### src/rtl/div_unit_pkg.sv
// Shared definitions for the iterative divider: width, op codes, FSM states.
package div_unit_pkg;

   localparam int XLEN = 32;
   localparam logic [4:0] CNT_INIT = 5'd31;
   localparam logic [XLEN-1:0] XLEN_MIN = {1'b1, {(XLEN-1){1'b0}}};

   typedef enum logic [1:0] {
      OP_DIV  = 2'b00,
      OP_DIVU = 2'b01,
      OP_REM  = 2'b10,
      OP_REMU = 2'b11
   } div_op_e;

   typedef enum logic [1:0] {
      S_IDLE = 2'b00,
      S_CALC = 2'b01,
      S_DONE = 2'b10
   } div_state_e;

   // Two's complement negation, used for magnitudes and sign correction.
   function automatic logic [XLEN-1:0] neg2c(input logic [XLEN-1:0] x);
      return ~x + 1'b1;
   endfunction

endpackage

### src/rtl/div_step.sv
// One restoring-division step: trial subtract of the divisor magnitude from
// the shifted partial remainder, keeping the difference only when no borrow.
module div_step
   import div_unit_pkg::*;
(
   input  logic [XLEN:0]   part_rem_i,
   input  logic [XLEN-1:0] dvs_i,
   output logic [XLEN-1:0] rem_o,
   output logic            q_bit_o
);

   logic [XLEN+1:0] sub;

   // The partial remainder carries one bit more than XLEN (a remainder with
   // its top bit set is shifted left), so the subtract runs one bit wider
   // still. The upper two bits are zero exactly when part >= divisor, because
   // the difference is then smaller than the divisor and fits in XLEN bits.
   always_comb begin
      sub     = {1'b0, part_rem_i} - {2'b00, dvs_i};
      q_bit_o = (sub[XLEN+1:XLEN] == 2'b00);
      rem_o   = q_bit_o ? sub[XLEN-1:0] : part_rem_i[XLEN-1:0];
   end

endmodule

### src/rtl/div_unit.sv
// Iterative radix-2 restoring divider for DIV/DIVU/REM/REMU.
// Handshake: start_i is taken only in IDLE (flush_i has priority); busy_o is
// high while CALC or DONE; valid_o pulses one cycle with result_o, which then
// holds until the next completed operation.
module div_unit
   import div_unit_pkg::*;
(
   input  logic            clk_i,
   input  logic            rst_i,
   input  logic            start_i,
   input  logic            flush_i,
   input  logic [1:0]      div_op_i,
   input  logic [XLEN-1:0] dividend_i,
   input  logic [XLEN-1:0] divisor_i,
   output logic            busy_o,
   output logic            valid_o,
   output logic [XLEN-1:0] result_o
);

   div_state_e      state_q, state_d;
   logic [4:0]      cnt_q, cnt_d;
   logic            rem_sel_q, rem_sel_d;   // 1: REM/REMU, 0: DIV/DIVU
   logic [XLEN-1:0] dvd_q, dvd_d;           // dividend shifting out, quotient shifting in
   logic [XLEN-1:0] dvs_q, dvs_d;           // divisor magnitude
   logic [XLEN-1:0] rem_q, rem_d;
   logic            q_neg_q, q_neg_d;
   logic            r_neg_q, r_neg_d;
   logic [XLEN-1:0] result_q, result_d;
   logic            valid_q, valid_d;

   logic            is_signed, dvd_neg, dvs_neg, div_zero, ovf;
   logic [XLEN-1:0] dvd_mag, dvs_mag;
   logic [XLEN-1:0] step_rem;
   logic            step_q;

   div_step u_step (
      .part_rem_i ({rem_q, dvd_q[XLEN-1]}),
      .dvs_i      (dvs_q),
      .rem_o      (step_rem),
      .q_bit_o    (step_q)
   );

   // Operand classification and magnitude conversion for the capture cycle.
   always_comb begin
      is_signed = (div_op_i == OP_DIV) || (div_op_i == OP_REM);
      dvd_neg   = is_signed & dividend_i[XLEN-1];
      dvs_neg   = is_signed & divisor_i[XLEN-1];
      dvd_mag   = dvd_neg ? neg2c(dividend_i) : dividend_i;
      dvs_mag   = dvs_neg ? neg2c(divisor_i) : divisor_i;
      div_zero  = (divisor_i == '0);
      ovf       = is_signed && (dividend_i == XLEN_MIN) && (divisor_i == '1);
   end

   // Next-state and datapath update. Special cases preload the quotient and
   // remainder registers so DONE handles every operation the same way.
   always_comb begin
      state_d   = state_q;
      cnt_d     = cnt_q;
      rem_sel_d = rem_sel_q;
      dvd_d     = dvd_q;
      dvs_d     = dvs_q;
      rem_d     = rem_q;
      q_neg_d   = q_neg_q;
      r_neg_d   = r_neg_q;
      result_d  = result_q;
      valid_d   = 1'b0;
      case (state_q)
         S_IDLE: begin
            if (start_i) begin
               rem_sel_d = div_op_i[1];
               cnt_d     = CNT_INIT;
               dvs_d     = dvs_mag;
               if (div_zero) begin
                  dvd_d   = '1;
                  rem_d   = dividend_i;
                  q_neg_d = 1'b0;
                  r_neg_d = 1'b0;
                  state_d = S_DONE;
               end else if (ovf) begin
                  dvd_d   = XLEN_MIN;
                  rem_d   = '0;
                  q_neg_d = 1'b0;
                  r_neg_d = 1'b0;
                  state_d = S_DONE;
               end else begin
                  dvd_d   = dvd_mag;
                  rem_d   = '0;
                  q_neg_d = dvd_neg ^ dvs_neg;
                  r_neg_d = dvd_neg;
                  state_d = S_CALC;
               end
            end
         end
         S_CALC: begin
            dvd_d = {dvd_q[XLEN-2:0], step_q};
            rem_d = step_rem;
            cnt_d = cnt_q - 5'd1;   // wraps back to 31 after the last step
            if (cnt_q == 5'd0) state_d = S_DONE;
         end
         S_DONE: begin
            if (rem_sel_q) result_d = r_neg_q ? neg2c(rem_q) : rem_q;
            else           result_d = q_neg_q ? neg2c(dvd_q) : dvd_q;
            valid_d = 1'b1;
            state_d = S_IDLE;
         end
         default: state_d = S_IDLE;
      endcase
      if (flush_i) begin
         state_d  = S_IDLE;
         cnt_d    = CNT_INIT;
         result_d = result_q;
         valid_d  = 1'b0;
      end
   end

   // State and datapath registers.
   always_ff @(posedge clk_i or posedge rst_i) begin
      if (rst_i) begin
         state_q   <= S_IDLE;
         cnt_q     <= CNT_INIT;
         rem_sel_q <= 1'b0;
         dvd_q     <= '0;
         dvs_q     <= '0;
         rem_q     <= '0;
         q_neg_q   <= 1'b0;
         r_neg_q   <= 1'b0;
         result_q  <= '0;
         valid_q   <= 1'b0;
      end else begin
         state_q   <= state_d;
         cnt_q     <= cnt_d;
         rem_sel_q <= rem_sel_d;
         dvd_q     <= dvd_d;
         dvs_q     <= dvs_d;
         rem_q     <= rem_d;
         q_neg_q   <= q_neg_d;
         r_neg_q   <= r_neg_d;
         result_q  <= result_d;
         valid_q   <= valid_d;
      end
   end

   assign busy_o   = (state_q != S_IDLE);
   assign valid_o  = valid_q;
   assign result_o = result_q;

endmodule

### config.mk
export PLATFORM = sky130hd
export DESIGN_NAME = div_unit
export DESIGN_NICKNAME = d
export VERILOG_FILES = /design/src/rtl/div_unit_pkg.sv /design/src/rtl/div_step.sv /design/src/rtl/div_unit.sv
export SDC_FILE = /design/constraint.sdc
export NUM_CORES = 1
export LEC_CHECK = 0
export CAP_MARGIN = 30
export CORE_AREA = 2 2 140 142
export DETAILED_ROUTE_END_ITERATION = 8
export DIE_AREA = 0 0 142 144
export GPL_ROUTABILITY_DRIVEN = 0
export PLACE_DENSITY = 0.81
export SLEW_MARGIN = 20
export SYNTH_ARGS = -nofsm -noshare
export SYNTH_HDL_FRONTEND = slang
export SYNTH_SLANG_ARGS = --single-unit
### constraint.sdc
create_clock -name clk_i -period 5.15 [get_ports clk_i]
set_input_delay 1.03 -clock clk_i [delete_from_list [all_inputs] [get_ports clk_i]]
set_output_delay 1.03 -clock clk_i [all_outputs]
set_load 0.1 [all_outputs]
==> impl_metrics.ini, run 1 <==
[run_status]
status = finished, final reports clean

[cts]
clockBufferDepth = 2
cts_resized = 0
hold_buffers = 0
clock-root-buffer = clkbuf_16
cts_made_buffers = 17
clock_latency_ns = 0.42
cts_tree = yes
htreeDepth = 4
clkSlewWorstSetupHoldPaths_ns = 0.06
clock-sinks = 139
cts_setup_buffers = 0

[routing]
drt.antenna.violating_nets = 0
drt_iter0_markers = 1293
drc = 0
wl_mm = 30.0
wl_per_cell_microns = 17.9
vias = 10500
viasPerCell = 6.28
firstDrtPassIters = 9

[sta]
maxSlewViolCount = 0
hold_ws_ns = 0.474
relSlewSlack = 0.327
finalClockSkew_ns = 0.00791
fmax_mhz = 255
fin_crit_ns = 3.92
worst_pin_slew_ns = 1.01
grt_setup_unrepaired = false
final.setup.tns_ns = 0
setup_viol = 0
post-route-period-util = 0.761
hold_viol_final = 0

[floorplan]
coreArea_sq_mm = 0.0191
start_util = 0.573
ios = 104
die_w_microns = 142
fp-row-count = 51
die_y_microns = 144
design.die.area_sq_mm = 0.0204

[grt]
grt_overflow = 0
grt_pass1_wl_mm = 49.3
antenna_found_initial = 0
grt_usage = 0.300
grt_max_degree = 83
grt_pass1_vias = 9637

[setup_path]
crit_type = input pin to flip-flop
start_kind = input pin
arrival_ns = 4.20
crit_path_end_kind = flip-flop
worstPathRequired_ns = 5.43
cp_max_fo = 19

[logic_synthesis]
yosys-top-cells-area = dfrtp_1 (31%), xnor2_1 (7.1%), o21ai_0 (6.9%)
synth-seq-area-share = 0.319
synth_top_area_share = 0.306
yosys_warnings = 0
synth.most_common_cell = nand2_1
yosys-top-cells-count = nand2_1 (182), o21ai_0 (150), dfrtp_1 (134)
syn-num-nets = 1477
synth_edf_count = 0
synthCells = 1367
avgSynthCellArea_sq_um = 8.00
ys_types = 75
synthFlopType = dfrtp_1
yosys.area.top_type = dfrtp_1
synth-seq-cells = 139
syn-cell-area_sq_mm = 0.0109
synthArstFlopShare = 1.00

[cells_and_area]
multiInputGateArea_sq_mm = 0.00693
seq_area_sq_mm = 0.00348
fill_cells = 1599
area_growth_syn_to_layout_pct = 16.1
drive_gt1_frac = 0.0620
nNetsFinal = 1533
fin_area_sq_mm = 0.0127
diodes = 0

[run]
maxCapViolCount = 0

[placed_design]
place_area_sq_mm = 0.0121
port_buffers = 103
dp_hpwl_mm = 21.8

[hold_path]
hold_class = flip-flop to flip-flop

[power_and_ir_drop]
peakVddDrop_mv = 0.238
p_per_area_mw_per_mm2 = 532
leakagePower_nw = 5.21
layout make-up:
cell class / instances / area share
clock buffers: 20 / 0.0360
clock inverters: 12 / 0.00966
inverters: 55 / 0.0167
multi-input cells: 1088 / 0.546
flip-flops and latches: 139 / 0.274
well taps: 238 / 0.0235
repair buffers: 122 / 0.0940
path summary, 6_finish.rpt:
| path | from | endpoint | slack, ns | cells past startpoint |
|---|---|---|---|---|
| worst max-delay path | dividend_i[10] | dvd_q[27] | 1.23 | 11 |
| worst min-delay path | result_o[25] | result_o[25] | 0.47 | 1 |
| worst max register to register | dvd_q[31] | rem_q[26] | 1.30 | 13 |
| worst min register to register | result_o[25] | result_o[25] | 0.47 | 1 |
| max in group asynchronous | rst_i | dvs_q[24] | 3.14 | 3 |
| min in group asynchronous | rst_i | dvd_q[10] | 1.13 | 2 |
through the flow:
step / total power [mW] / std cells / setup WS (ns) / util
4_1_cts: 6.70 / 1672 / 1.27 / 0.664
3_3_place_gp: 5.39 / 1640 / 0.943 / 0.633
6_report: 6.76 / 1674 / 1.23 / 0.666
3_5_place_dp: 5.47 / 1640 / 0.889 / 0.633
5_1_grt: 7.17 / 1674 / 1.04 / 0.666
2_1_floorplan: 4.56 / 1367 / 0.404 / -
worst max-delay path, stage by stage:
cell and delay (ns):
clkdlybuf4s50_1 0.49, or4_4 0.58, or4_4 0.51, nor2_2 0.14, nand2_1 0.08, or4_1 0.55
nor2_2 0.17, buf_4 0.26, nor2_1 0.09, o22ai_1 0.19, o21ai_1 0.10
state kept, by name, summed over array words and instances, names as in the netlist:
register	cells
dvd_q	32
dvs_q	32
rem_q	32
result_o	32
cnt_q	5
state_q	2
q_neg_q	1
r_neg_q	1
rem_sel_q	1
valid_o	1
cells in the final DEF (no fill, tap or decap), types with 7 or more instances in the layout:
master | synthesis | routed
a31oi_1 | 15 | 15
o21ai_0 | 150 | 150
nand4_1 | 12 | 12
mux2i_1 | 22 | 22
nand2_1 | 182 | 182
clkbuf_16 | 0 | 17
o31ai_1 | 27 | 27
nor2_1 | 80 | 79
clkdlybuf4s50_1 | 0 | 103
a21oi_1 | 88 | 88
nor4_1 | 12 | 11
nand3_1 | 29 | 29
and3_1 | 29 | 29
nand2b_1 | 16 | 16
ha_1 | 39 | 39
inv_1 | 55 | 54
o21bai_1 | 8 | 8
dfrtp_1 | 134 | 134
o41ai_1 | 15 | 15
or3_1 | 17 | 17
a21o_1 | 12 | 12
a211oi_1 | 29 | 29
o22ai_1 | 24 | 24
xor2_1 | 55 | 55
nor2b_1 | 8 | 7
buf_4 | 1 | 17
nor3_1 | 24 | 24
xnor2_1 | 89 | 89
o21a_1 | 9 | 9
or4_1 | 10 | 10
cell families after synthesis:
| group | count (synthesis) | synth area share |
|---|---|---|
| AOI/OAI and AO/OA | 429 | 0.247 |
| muxes | 26 | 0.0253 |
| adders and majority gates | 40 | 0.0464 |
| DFF | 139 | 0.319 |
| and+or+nand+nor | 449 | 0.198 |
| xor gates and xnor gates | 144 | 0.115 |
| buffers and inverters | 140 | 0.0499 |
per-layer routing:
layer,part of all wire,wire length (microns),GRT usage
met1,0.43,13000,0.419
met2,0.46,13700,0.477
met3,0.079,2390,0.0371
met4,0.033,980,0.116
met5,0,0,0
power by group:
group / leakage [nW] / total, mW / internal, mW / switching (mW)
clock: 0.285 / 1.20 / 0.733 / 0.471
sequential: 1.71 / 1.80 / 1.40 / 0.394
combinational: 3.22 / 3.75 / 1.33 / 2.43
total: 5.21 / 6.76 / 3.46 / 3.29
Power figures use the tool's default switching activity.
==> inputs of run 2 (changes only) <==
--- a/config.mk
+++ b/config.mk
@@ -6,11 +6,11 @@
 export NUM_CORES = 1
 export LEC_CHECK = 0
 export CAP_MARGIN = 30
-export CORE_AREA = 2 2 140 142
+export CORE_AREA = 2 2 147 149
 export DETAILED_ROUTE_END_ITERATION = 8
-export DIE_AREA = 0 0 142 144
+export DIE_AREA = 0 0 149 151
 export GPL_ROUTABILITY_DRIVEN = 0
-export PLACE_DENSITY = 0.81
+export PLACE_DENSITY = 0.78
 export SLEW_MARGIN = 20
 export SYNTH_ARGS = -nofsm -noshare
 export SYNTH_HDL_FRONTEND = slang
==> constraint.sdc (replaced) <==
create_clock -name clk_i -period 3.2 [get_ports clk_i]
set_input_delay 0.64 -clock clk_i [delete_from_list [all_inputs] [get_ports clk_i]]
set_output_delay 0.64 -clock clk_i [all_outputs]
set_load 0.1 [all_outputs]
==> impl_metrics.ini, run 2 (synthesized netlist as in run 1, its figures left out) <==
[run]
maxCapViolCount = 0

[cells_and_area]
fill_cells = 1639
nNetsFinal = 1665
drive_gt1_frac = 0.184
stdcell_count = 1844
final_util = 0.677
area_growth_syn_to_layout_pct = 28.9
layout_commonest_cell = nand2_1
layout_common_cells = nand2_1 (180), buf_4 (170), o21ai_0 (146), dfrtp_1 (134), xnor2_1 (89)
fin_area_sq_mm = 0.0141

[sta]
maxSlewViolCount = 0
post-route-period-util = 0.996
relSlewSlack = 0.328
hold_viol_final = 0
worst_pin_slew_ns = 1.01
finalClockSkew_ns = 0.0188
final.setup.tns_ns = 0
hold_ws_ns = 0.477
fmax_mhz = 314
layout_setup_ws_ns = 0.0114
grt_setup_unrepaired = true
fin_crit_ns = 3.19
setup_viol = 0

[floorplan]
fp-row-count = 53
die_y_microns = 151
die_w_microns = 149
start_util = 0.525
coreArea_sq_mm = 0.0208
design.die.area_sq_mm = 0.0225
ios = 104

[power_and_ir_drop]
peakVddDrop_mv = 0.385
leakagePower_nw = 6.04
fin_total_pwr_mw = 12.3
p_per_area_mw_per_mm2 = 871

[routing]
drt.antenna.violating_nets = 0
drt_iter0_markers = 1126
viasPerCell = 6.14
vias = 11300
firstDrtPassIters = 6
drc = 0
wl_mm = 33.4
wl_per_cell_microns = 18.1

[grt]
grt_max_degree = 61
antenna_found_initial = 1
grt_overflow = 0
grt_pass1_vias = 10300
grt_pass1_wl_mm = 52.0
grt_usage = 0.290

[setup_path]
crit_type = flip-flop to flip-flop
arrival_ns = 3.50
crit_path_end_kind = flip-flop
cp_max_fo = 5
worstPathRequired_ns = 3.51
start_kind = flip-flop

[cts]
htreeDepth = 4
clock-sinks = 139
cts_tree = yes
clock_latency_ns = 0.44
clockBufferDepth = 2
clock-root-buffer = clkbuf_16
clkSlewWorstSetupHoldPaths_ns = 0.06
cts_made_buffers = 17

[hold_path]
hold_class = flip-flop to flip-flop

[placed_design]
port_buffers = 103
place_area_sq_mm = 0.0131
place_inst = 1802
post-place-ws_ns = -0.585
dp_hpwl_mm = 24.0

[run_status]
status = finished, final reports clean
==> run 2: changes by cell type in the layout (fill, tap and decap cells not counted), moves of 4 or more <==
cell	delta
o21ai_1	+4
o31ai_1	-4
clkdlybuf4s50_1	-41
dlygate4sd2_1	+5
a21oi_1	-4
buf_12	+8
a21oi_2	+4
clkinv_2	-5
buf_4	+153
o21ai_0	-4
bufinv_16	+4
==> run 2: path summary, 6_finish.rpt <==
| path | endpoint | depth (start not counted) | slack, ns | from |
|---|---|---|---|---|
| min in group asynchronous | result_o[17] | 2 | 0.64 | rst_i |
| min | result_o[1] | 2 | 0.48 | result_o[1] |
| min reg2reg | result_o[1] | 2 | 0.48 | result_o[1] |
| max | rem_q[31] | 12 | 0.01 | dvs_q[1] |
| max in group asynchronous | cnt_q[4] | 3 | 1.81 | rst_i |
| max reg2reg | rem_q[31] | 12 | 0.01 | dvs_q[1] |
==> run 2: repair_timing <==
action                                  in CTS  in global routing
endpoints found under the setup margin      47                 40
gates resized for setup                     22                 35
hold buffers                                 0                  0
cloned                                       0                  1
setup buffers                                2                  5
pin swaps                                   15                 16
==> run 2: cell type report <==
class	instances	area (sq um)	area share
clock inverter	10	209	0.0148
antenna	1	2.50	0.000177
sequential	139	3480	0.247
timing repair buffer	254	2230	0.158
inverter	55	210	0.0149
multi-input combinational	1088	7130	0.505
tap	275	344	0.0244
clock buffer	22	494	0.0350
==> run 2: metal layers <==
layer,share of wire,routed length (microns),vias to the layer above,global-route usage
met3,0.082,2730,95,0.0431
met5,0,0,-,0
met4,0.036,1190,0,0.117
met1,0.41,13800,5310,0.385
met2,0.47,15600,593,0.479
li1,-,-,5322,-
==> run 2: power breakdown <==
part	internal, mW	total, mW	switching (mW)
clock	1.57	2.33	0.764
combinational	2.74	7.20	4.46
sequential	2.26	2.77	0.508
==> run 2: worst max-delay path, cell delays in order, from the launching register on <==
cell	delay (ns)
dfrtp_1	0.44
inv_1	0.07
ha_1	0.30
nor2b_1	0.17
o2111ai_1	0.35
a21oi_2	0.16
nor3b_2	0.32
a211oi_1	0.15
o21ai_1	0.29
mux2_4	0.26
buf_4	0.14
nand2_2	0.09
o221a_2	0.36
